File: config.mk
export PLATFORM = sky130hd
export DESIGN_NAME = loader_def_jericalla
export DESIGN_NICKNAME = d
export VERILOG_FILES = /design/src/rtl/loader_def_jericalla.sv
export SDC_FILE = /design/constraint.sdc
export NUM_CORES = 1
export LEC_CHECK = 0
export CORE_UTILIZATION = 40
export CTS_CLUSTER_SIZE = 16
export DETAILED_ROUTE_END_ITERATION = 8
export PLACE_DENSITY = 0.71
export SETUP_SLACK_MARGIN = 0.5
export SYNTH_ARGS = -nofsm -noshare
export SYNTH_HDL_FRONTEND = slang
export SYNTH_SLANG_ARGS = --single-unit
File: constraint.sdc
create_clock -name clk_def_jericalla -period 2.2 [get_ports clk_def_jericalla]
set_input_delay 0.55 -clock clk_def_jericalla [delete_from_list [all_inputs] [get_ports clk_def_jericalla]]
set_output_delay 0.55 -clock clk_def_jericalla [all_outputs]
set_load 0.02 [all_outputs]
File: src/rtl/loader_def_jericalla.sv
`default_nettype none
// ============================================================================
// Module   : loader_def_jericalla
// Brief    : Boot loader that packs a length-prefixed byte stream into
//            big-endian 32-bit words for the instruction memory write port.
// Revision : 1.0
// ============================================================================
module loader_def_jericalla #(
    parameter logic [31:0] BASE_ADDR = 32'h0000_0000,
    parameter int          ADDR_W    = 32,
    parameter int          MAX_WORDS = 64
) (
    input  logic              clk_def_jericalla,
    input  logic              reset_def_jericalla,
    input  logic              start_def_jericalla,
    input  logic              byte_valid_def_jericalla,
    input  logic [7:0]        byte_def_jericalla,
    output logic              byte_ready_def_jericalla,
    output logic              mem_we_def_jericalla,
    output logic [ADDR_W-1:0] mem_addr_def_jericalla,
    output logic [31:0]       mem_data_def_jericalla,
    output logic              cpu_reset_def_jericalla,
    output logic              busy_def_jericalla,
    output logic              done_def_jericalla,
    output logic              error_def_jericalla
);

    localparam logic [2:0] S_IDLE   = 3'd0;
    localparam logic [2:0] S_LEN_HI = 3'd1;
    localparam logic [2:0] S_LEN_LO = 3'd2;
    localparam logic [2:0] S_DATA   = 3'd3;
    localparam logic [2:0] S_WRITE  = 3'd4;
    localparam logic [2:0] S_DONE   = 3'd5;
    localparam logic [2:0] S_ERROR  = 3'd6;

    localparam logic [15:0] c_max_words = 16'(MAX_WORDS);

    logic [2:0]        r_state;
    logic [15:0]       r_len;
    logic [15:0]       r_k;
    logic [1:0]        r_b;
    logic [23:0]       r_word;
    logic [ADDR_W-1:0] r_mem_addr;
    logic [31:0]       r_mem_data;

    logic              w_ready;
    logic              w_accept;
    logic [15:0]       w_len;
    logic [ADDR_W-1:0] w_word_addr;

    // Handshake-facing outputs decode from state only, so ready never
    // depends on valid.
    assign w_ready     = (r_state == S_LEN_HI) || (r_state == S_LEN_LO) || (r_state == S_DATA);
    assign w_accept    = w_ready && byte_valid_def_jericalla;
    assign w_len       = {r_len[15:8], byte_def_jericalla};
    assign w_word_addr = ADDR_W'(BASE_ADDR) + ADDR_W'({r_k, 2'b00});

    always_ff @(posedge clk_def_jericalla) begin
        if (reset_def_jericalla) begin
            r_state    <= S_IDLE;
            r_len      <= '0;
            r_k        <= '0;
            r_b        <= '0;
            r_word     <= '0;
            r_mem_addr <= '0;
            r_mem_data <= '0;
        end else begin
            case (r_state)
                S_IDLE, S_DONE, S_ERROR: begin
                    if (start_def_jericalla) begin
                        r_state <= S_LEN_HI;
                        r_len   <= '0;
                        r_k     <= '0;
                        r_b     <= '0;
                    end
                end
                S_LEN_HI: begin
                    if (w_accept) begin
                        r_len[15:8] <= byte_def_jericalla;
                        r_state     <= S_LEN_LO;
                    end
                end
                S_LEN_LO: begin
                    if (w_accept) begin
                        r_len[7:0] <= byte_def_jericalla;
                        if (w_len > c_max_words)
                            r_state <= S_ERROR;
                        else if (w_len == 16'd0)
                            r_state <= S_DONE;
                        else
                            r_state <= S_DATA;
                    end
                end
                S_DATA: begin
                    if (w_accept) begin
                        r_word <= {r_word[15:0], byte_def_jericalla};
                        r_b    <= r_b + 2'd1;
                        // Latch the write port on the 4th byte so mem_we,
                        // addr and data all appear together in WRITE.
                        if (r_b == 2'd3) begin
                            r_state    <= S_WRITE;
                            r_mem_addr <= w_word_addr;
                            r_mem_data <= {r_word, byte_def_jericalla};
                        end
                    end
                end
                S_WRITE: begin
                    r_k <= r_k + 16'd1;
                    r_b <= '0;
                    if (r_k + 16'd1 == r_len)
                        r_state <= S_DONE;
                    else
                        r_state <= S_DATA;
                end
                default: r_state <= S_IDLE;
            endcase
        end
    end

    assign byte_ready_def_jericalla = w_ready;
    assign mem_we_def_jericalla     = (r_state == S_WRITE);
    assign mem_addr_def_jericalla   = r_mem_addr;
    assign mem_data_def_jericalla   = r_mem_data;
    assign cpu_reset_def_jericalla  = (r_state != S_DONE);
    assign busy_def_jericalla       = w_ready || (r_state == S_WRITE);
    assign done_def_jericalla       = (r_state == S_DONE);
    assign error_def_jericalla      = (r_state == S_ERROR);

endmodule
`default_nettype wire

# Word level (Yosys, flattened, before mapping)
# Cells that the tools add are included.
classes:
  n_eq_ne: 14
  n_reduce_logical: 18
  addsub: 2
  mux: 17
  order_cmp: 1
op_table:
  columns: ["operator", "count"]
  rows:
  - ["16-bit case mux with 2 select lines", 1]
  - ["8-bit case mux with 2 select lines", 2]
  - ["3-bit two-way mux", 8]
  - ["16-bit by 1-bit adder with 16-bit output, second input constant", 1]
  - ["16-bit equality test", 1]
  - ["16-bit by 7-bit > comparator with 1-bit output, second input constant", 1]
  - ["16-bit logical NOT", 1]
  - ["16-bit two-way mux", 1]
  - ["3-bit case mux with 5 select lines", 1]
  - ["3-bit AND reduction", 4]
  - ["3-bit equality test, second input constant", 3]
  - ["8-bit two-way mux", 1]
  - ["2-bit != test, second input constant", 4]
  - ["3-bit by 2-bit equality test with 1-bit output, second input constant", 2]
  - ["2-bit case mux with 3 select lines", 1]
  - ["2-bit nonzero test", 3]
  - ["5-bit AND reduction", 1]
  - ["2-bit two-way mux", 2]
  - ["2-bit AND reduction", 2]
  - ["3-bit by 1-bit equality test with 1-bit output, second input constant", 1]
  - ["3-bit logical NOT", 1]
  - ["1-bit logical OR", 3]
  - ["3-bit != test, second input constant", 1]
  - ["3-bit nonzero test", 1]
  - ["other kinds (5)", 5]
word_totals:
  out_inout_bits: 70
  elab_cells: 60
  ff_bits: 109
  input_bits: 12

# Depth between registers and ports, before layout
# Gate-level depths: netlist (run 1).
depth:
  depth_word: 6
  mapped_depth: 9
  mapped_depth_nobuf: 7

# Worst setup path after synthesis (run 1)
# Ideal clock, no wire load.
synth_timing:
  kind: "register to register"
  from: "register r_k[0]"
  to: "register r_state[1]"
  arrival_time_ps: 2148
  path_stages_with_launch: 8
  slack_ps: -68
  period_less_slack_ps: 2268
  path_cell_list: "dfxtp_1 -> ha_1 -> nand4_2 -> or4_4 -> xnor2_2 -> o2111ai_1 -> a2111o_1 -> o31a_1"
synth_via:
  elab_chain_len: 4
synth_lines:
  columns: ["element", "line", "rtl"]
  rows:
  - ["start: declaration", "40", "logic [15:0] r_k;"]
  - ["start signal: assignment", "108", "r_k <= r_k + 16'd1;"]
  - ["16-bit by 1-bit adder with 16-bit output", "110", "if (r_k + 16'd1 == r_len)"]
  - ["16-bit equality test", "110", null]
  - ["3-bit two-way mux", "110", null]
  - ["3-bit case mux with 5 select lines", "68", "case (r_state)"]
  - ["end signal: assignment", "71", "r_state <= S_LEN_HI;"]
  - ["end signal: assignment", "111", "r_state <= S_DONE;"]
  - ["end signal: assignment", "113", "r_state <= S_DATA;"]
  - ["end: declaration", "38", "logic [2:0] r_state;"]
# No other way between the ends.
# A chain may end at the register's enable or synchronous reset.

# Worst setup path after layout (run 1)
layout_timing:
  from: "register r_k[1]"
  to: "register r_state[1]"
# Same word-level chain as after synthesis.

==> reports/metrics.cfg, run 1 <==
[route]
wirelength_microns=13480
drtPass1Iterations=5
vias=4774
antenna_left=0
first_iter_violations=357
drc=0
wl_per_cell_microns=15.13
avgViaCountPerCell=5.358

[sta]
finalHoldViolations=0
fin_crit_ns=2.187
timing.setup.tns_ns=0
fin_skew_ns=0.01078
whs_ns=0.4518
finalMaxSlewViolations=0
fin_ws_ns=0.01278
timing.fmax_mhz=457.2
tightest_slew_ns=0.6534
post-route-period-util=0.9942
worst_slew_margin_rel=0.5644
grt_setup_unrepaired=true
setup_viol=0

[power]
p_leak_nw=2.616
cellPowerDensity_nw_per_um2=804.3
fin_total_pwr_mw=5.256
vdd_drop_max_mv=0.5119

[final_layout]
final_cells=891
ff_latch_area_sq_um=2195
fin_area_sq_um=6535
multi_input_area_sq_um=2611
n_antenna_cell=0
nFillCells=1147
nNetsFinal=753
area_growth_pct=32.33
fin_util=0.5441
drive_gt1_frac=0.1962

[synthesis]
ys_ff_latch=109
synth_cells=644
async_flop_share=0
synth.top_cell.area_share=0.4419
synth_area_leaders=dfxtp_1 (44%), nand2_1 (13%), a21oi_1 (10%), buf_4 (2.9%), xnor2_1 (2.8%)
synth-edff-count=0
yosys.area.top_type=dfxtp_1
synthFlopType=dfxtp_1
syn_area_sq_um=4938
synth_warnings=0
yosysUniqueCellTypes=56
syn_avg_cell_area_sq_um=7.668
seq_area_frac_synth=0.4419

[worst_setup_path]
path_class=flip-flop to flip-flop
cp-start-kind=flip-flop
crit_path_max_fanout=4
critPathCaptureType=flip-flop
required_ns=2.44
startpoint=r_k[1]
reg2reg_from=r_k[1]
worstPathArrival_ns=2.43

[clock_network]
htree_levels=3
root_buffer=clkbuf_16
cts_buffers=9
insertion_delay_ns=0.36
tritoncts=yes
clk_path_buf_depth=2
path_clk_slew_ns=0.08
cts_sinks=109

[die]
core_sq_um=12010
rows=40
chipHeight_microns=113.1
die_w_microns=113.1
initial_core_util=0.4111
dieArea_sq_um=12800
ios=82

[placement]
hpwl_microns=9093
dp.cells=861
dp_slack_ns=-0.3158
place_area_sq_um=5956
port_buffers=65
gp_congestion=0.9011

[grt]
antenna_found_initial=0
grt_max_degree=66
grt_overflow=0
grt_pass1_wl_microns=21380
grt_pass1_vias=4424
track_usage=0.2107

[outcome]
status=finished, final reports clean

[hold_path]
hold_path.class=flip-flop to flip-flop
hp-start=mem_addr_def_jericalla[11]

[job]
cap_violations=0

-- Yosys cell counts (all sizes together) (2+ instances only) --
| cell type | count |
|---|---|
| a211oi | 2 |
| a21o | 4 |
| a21oi | 101 |
| a22oi | 11 |
| a311oi | 2 |
| a31oi | 4 |
| and2 | 2 |
| and3 | 5 |
| buf | 29 |
| clkbuf | 33 |
| dfxtp | 109 |
| ha | 2 |
| inv | 8 |
| mux2i | 2 |
| nand2 | 171 |
| nand2b | 5 |
| nand3 | 23 |
| nand3b | 5 |
| nand4 | 4 |
| nor2 | 37 |
| nor2b | 2 |
| nor3 | 10 |
| nor4 | 5 |
| o2111ai | 2 |
| o21ai | 17 |
| o221ai | 2 |
| o31a | 3 |
| or2 | 4 |
| or3 | 5 |
| xnor2 | 17 |
| xor2 | 4 |
-- final timing paths --
kind / end / slack, ns / cells after the start
worst max-delay path: r_state[1] / 0.01 / 7
worst min-delay path: mem_addr_def_jericalla[11] / 0.45 / 2
worst max register to register: r_state[1] / 0.01 / 7
worst min register to register: mem_addr_def_jericalla[11] / 0.45 / 2
-- worst max-delay path, cell delays in order (launching register included) --
cell and delay [ns]:
dfxtp_4 0.36, ha_4 0.15, nand4_4 0.13, or4_4 0.46, xnor2_2 0.13, o2111ai_1 0.11
a2111o_1 0.42, o31a_1 0.32
-- layer usage --
layer	vias up	track usage	part of all wire
li1	2332	-	-
met1	2257	0.2853	0.45
met2	168	0.3378	0.48
met3	17	0.03696	0.058
met4	0	0.07456	0.012
met5	-	0	0
-- sequential cells by signal, indices dropped and copies added, names as in the netlist --
register / cells
r_word: 24
r_len: 16
r_state: 3
r_k: 16
mem_addr_def_jericalla: 16
mem_data_def_jericalla: 32
r_b: 2
-- area by class of cell --
cell class                      count  area share
Multi-Input combinational cell    480      0.3996
Sequential cell                   109      0.3358
Timing Repair Buffer              131      0.1846
Clock buffer                        9     0.03446
Tap cell                          147     0.02814
Clock inverter                      7     0.01168
Inverter                            8    0.005744
-- cell families (layout without fill, tap and decap cells) --
kind of cell             after synthesis  after routing  share of synthesized area
XOR/XNOR                              21             21                    0.03876
other                                  1             16                  0.0007593
adder cells (fa/ha/maj)                3              3                   0.007093
AO/OA/AOI/OAI                        156            156                     0.1801
multiplexers                           3              3                   0.006334
flip-flops                           109            109                     0.4419
buffers and inverters                 70            155                    0.07778
AND/OR/NAND/NOR                      281            281                     0.2473
-- layout by cell type (no fill, tap or decap), types with 5 or more instances in the layout --
master and instances:
nand2_1 166, dfxtp_1 103, a21oi_1 99, buf_4 53, dlygate4sd2_1 49, nor2_1 33, nand3_1 21, o21ai_0 17
conb_1 16, xnor2_1 15, a22oi_1 10, clkbuf_16 10, buf_6 10, nand2_2 5, nand3b_1 5, nand2b_1 5
-- where the power goes --
part	switching, mW	internal [mW]	leakage, nW
sequential	0.0796	2.04	0.882
combinational	0.837	0.684	1.59
clock	0.809	0.809	0.149
-- repair_timing --
item | 4_1_cts | 5_1_grt
endpoints found under the hold margin | 0 | 0
gates cloned | 1 | 1
pin swaps | 5 | 4
endpoints found under the setup margin | 125 | 94
resized for setup | 102 | 43
setup buffers | 5 | 7
hold buffers | 0 | 0
Note: power is estimated with default switching activity, not from simulation.
==> inputs of run 2 (changes only) <==
--- a/config.mk
+++ b/config.mk
@@ -10,6 +10,7 @@
 export DETAILED_ROUTE_END_ITERATION = 8
 export PLACE_DENSITY = 0.71
 export SETUP_SLACK_MARGIN = 0.5
+export SLEW_MARGIN = 10
 export SYNTH_ARGS = -nofsm -noshare
 export SYNTH_HDL_FRONTEND = slang
 export SYNTH_SLANG_ARGS = --single-unit
==> results of run 2 <==
Same layout as run 1: the final DEF is identical, and so are final timing and power.
==> inputs of run 3 (changes only) <==
--- a/config.mk
+++ b/config.mk
@@ -8,8 +8,10 @@
 export CORE_UTILIZATION = 40
 export CTS_CLUSTER_SIZE = 16
 export DETAILED_ROUTE_END_ITERATION = 8
+export GPL_ROUTABILITY_DRIVEN = 0
 export PLACE_DENSITY = 0.71
-export SETUP_SLACK_MARGIN = 0.5
+export REMOVE_ABC_BUFFERS = 1
+export SETUP_SLACK_MARGIN = 0.4
 export SLEW_MARGIN = 10
 export SYNTH_ARGS = -nofsm -noshare
 export SYNTH_HDL_FRONTEND = slang
==> reports/metrics.cfg, run 3 (synthesis results as in run 1) <==
[die]
core_sq_um=12010  ; unchanged
dieArea_sq_um=12800  ; unchanged
rows=40  ; unchanged
ios=82  ; unchanged
die_w_microns=113.1  ; unchanged
chipHeight_microns=113.1  ; unchanged
initial_core_util=0.4111  ; unchanged

[final_layout]
final_cells=888  ; was 891
area_growth_pct=29.47  ; was 32.33%
largest_register_ff_count=32  ; unchanged
final_cell_mix=nand2_1 (169), dfxtp_1 (101), a21oi_1 (100), buf_4 (58), dlygate4sd2_1 (50)  ; was nand2_1 (166), dfxtp_1 (103), a21oi_1 (99), buf_4 (53), dlygate4sd2_1 (49)
fin_area_sq_um=6394  ; was 6535 sq um
layout_commonest_cell=nand2_1  ; unchanged
drive_gt1_frac=0.1754  ; was 0.1962
nNetsFinal=750  ; was 753
n_antenna_cell=0  ; unchanged

[placement]
port_buffers=65  ; unchanged
dp.cells=863  ; was 861
hpwl_microns=8497  ; was 9093 microns
place_area_sq_um=5928  ; was 5956 sq um

[clock_network]
path_clk_slew_ns=0.07  ; was 0.08 ns
insertion_delay_ns=0.36  ; about the same
cts_sinks=109  ; unchanged
ctsHoldBuffers=0  ; unchanged
tritoncts=yes  ; unchanged
clk_path_buf_depth=2  ; unchanged
root_buffer=clkbuf_16  ; unchanged
cts_buffers=9  ; unchanged
htree_levels=3  ; unchanged

[worst_setup_path]
required_ns=2.44  ; about the same
critPathCaptureType=flip-flop  ; unchanged
path_class=flip-flop to flip-flop  ; unchanged
reg2reg_from=r_k[1]  ; unchanged
r2r.worst_path.cells=7  ; unchanged
reg2reg_to=r_state[1]  ; unchanged
rrSetupSlack_ns=0.02  ; was 0.01 ns
worstPathArrival_ns=2.43  ; about the same
cp-start-kind=flip-flop  ; unchanged
crit_path_max_fanout=4  ; unchanged

[sta]
grt_setup_unrepaired=true  ; unchanged
whs_ns=0.4509  ; was 0.4518 ns
setup_viol=0  ; unchanged
timing.fmax_mhz=457.7  ; was 457.2 MHz
finalHoldViolations=0  ; unchanged
finalMaxSlewViolations=0  ; unchanged
fin_crit_ns=2.185  ; was 2.187 ns
tightest_slew_ns=0.5724  ; was 0.6534 ns
worst_slew_margin_rel=0.6149  ; was 0.5644
fin_skew_ns=0.01069  ; was 0.01078 ns
post-route-period-util=0.9931  ; was 0.9942

[power]
vdd_drop_max_mv=0.4397  ; was 0.5119 mV
fin_total_pwr_mw=5.199  ; was 5.256 mW
p_leak_nw=2.500  ; was 2.616 nW
cellPowerDensity_nw_per_um2=813.1  ; was 804.3 nW/um^2

[route]
drtPass1Iterations=5  ; unchanged
antenna_left=0  ; unchanged
wl_per_cell_microns=14.48  ; was 15.13 microns
first_iter_violations=314  ; was 357
wirelength_microns=12850  ; was 13480 microns
vias=4718  ; was 4774
drc=0  ; unchanged
avgViaCountPerCell=5.313  ; was 5.358

[hold_path]
min_to=mem_addr_def_jericalla[2]  ; was mem_addr_def_jericalla[11]
hold-path-cell-count=2  ; unchanged
hp-start=mem_addr_def_jericalla[2]  ; was mem_addr_def_jericalla[11]
hold_path.class=flip-flop to flip-flop  ; unchanged

[grt]
grt_pass1_vias=4267  ; was 4424
grt_overflow=0  ; unchanged
grt_pass1_wl_microns=20670  ; was 21380 microns
track_usage=0.2021  ; was 0.2107
grt_max_degree=105  ; was 66
antenna_found_initial=0  ; unchanged

[job]
cap_violations=0  ; unchanged

[outcome]
status=finished, final reports clean  ; unchanged

run 3: cell count changes in the layout (fill, tap and decap cells not counted), sizes merged, moves of 3 or more:
| cell | delta |
|---|---|
| clkdlybuf4s50 | +7 |
| clkbuf | -4 |
| clkdlybuf4s15 | -3 |
| dlymetal6s2s | -4 |
run 3: worst max-delay path, stage by stage (launching register included):
cell and delay, ns:
dfxtp_2 0.36, ha_4 0.15, nand4_4 0.10, or4_4 0.46
xnor2_2 0.16, o2111ai_2 0.12, a2111o_1 0.42, o31a_1 0.30
run 3: how the worst max path moves through the flow:
stage                          startpoint  depth (start not counted)                          to  slack, ns
floorplan                      r_state[1]                          6  mem_addr_def_jericalla[10]      -0.41
CTS                                r_k[1]                          7                  r_state[1]     -0.007
detailed placement  byte_def_jericalla[2]                          8                  r_state[1]      -0.36
global placement    byte_def_jericalla[2]                          8                  r_state[1]      -0.37
finish                             r_k[1]                          7                  r_state[1]       0.02
global route                       r_k[1]                          7                  r_state[1]      -0.05
run 3: layer usage:
layer / part of all wire / GRT usage / routed length [microns]
met1: 0.44 / 0.2638 / 5660
met2: 0.48 / 0.3313 / 6213
met3: 0.056 / 0.04124 / 717
met4: 0.020 / 0.07193 / 261
met5: 0 / 0 / 0
run 3: area by class of cell:
type	count	area, sq um
Clock buffer	9	225.2
Clock inverter	7	88.84
Fill cell	1125	5618
Inverter	8	35.03
Multi-Input combinational cell	480	2537
Sequential cell	109	2192
Tap cell	147	183.9
Timing Repair Buffer	128	1131
run 3: per-stage QoR:
stage | setup WS, ns | TNS (ns) | util
3_3_place_gp | -0.3714 | -0.4710 | 0.4935
3_5_place_dp | -0.3590 | -0.5442 | 0.4935
2_1_floorplan | -0.4080 | -19.66 | -
4_1_cts | -0.006604 | -0.006604 | 0.5201
5_1_grt | -0.04600 | -0.04600 | 0.5323
6_report | 0.01523 | 0 | 0.5323
run 3: repair_timing:
action | CTS | global route
setup buffers | 1 | 6
pin swaps | 6 | 8
gates cloned | 1 | 1
setup endpoints to repair | 110 | 76
gates resized for setup | 100 | 25
run 3: where the power goes:
group,internal [mW],total [mW],switching [mW]
registers,2.04,2.11,0.0734
logic,0.595,1.39,0.795
clock network,0.911,1.69,0.783
total,3.55,5.20,1.65
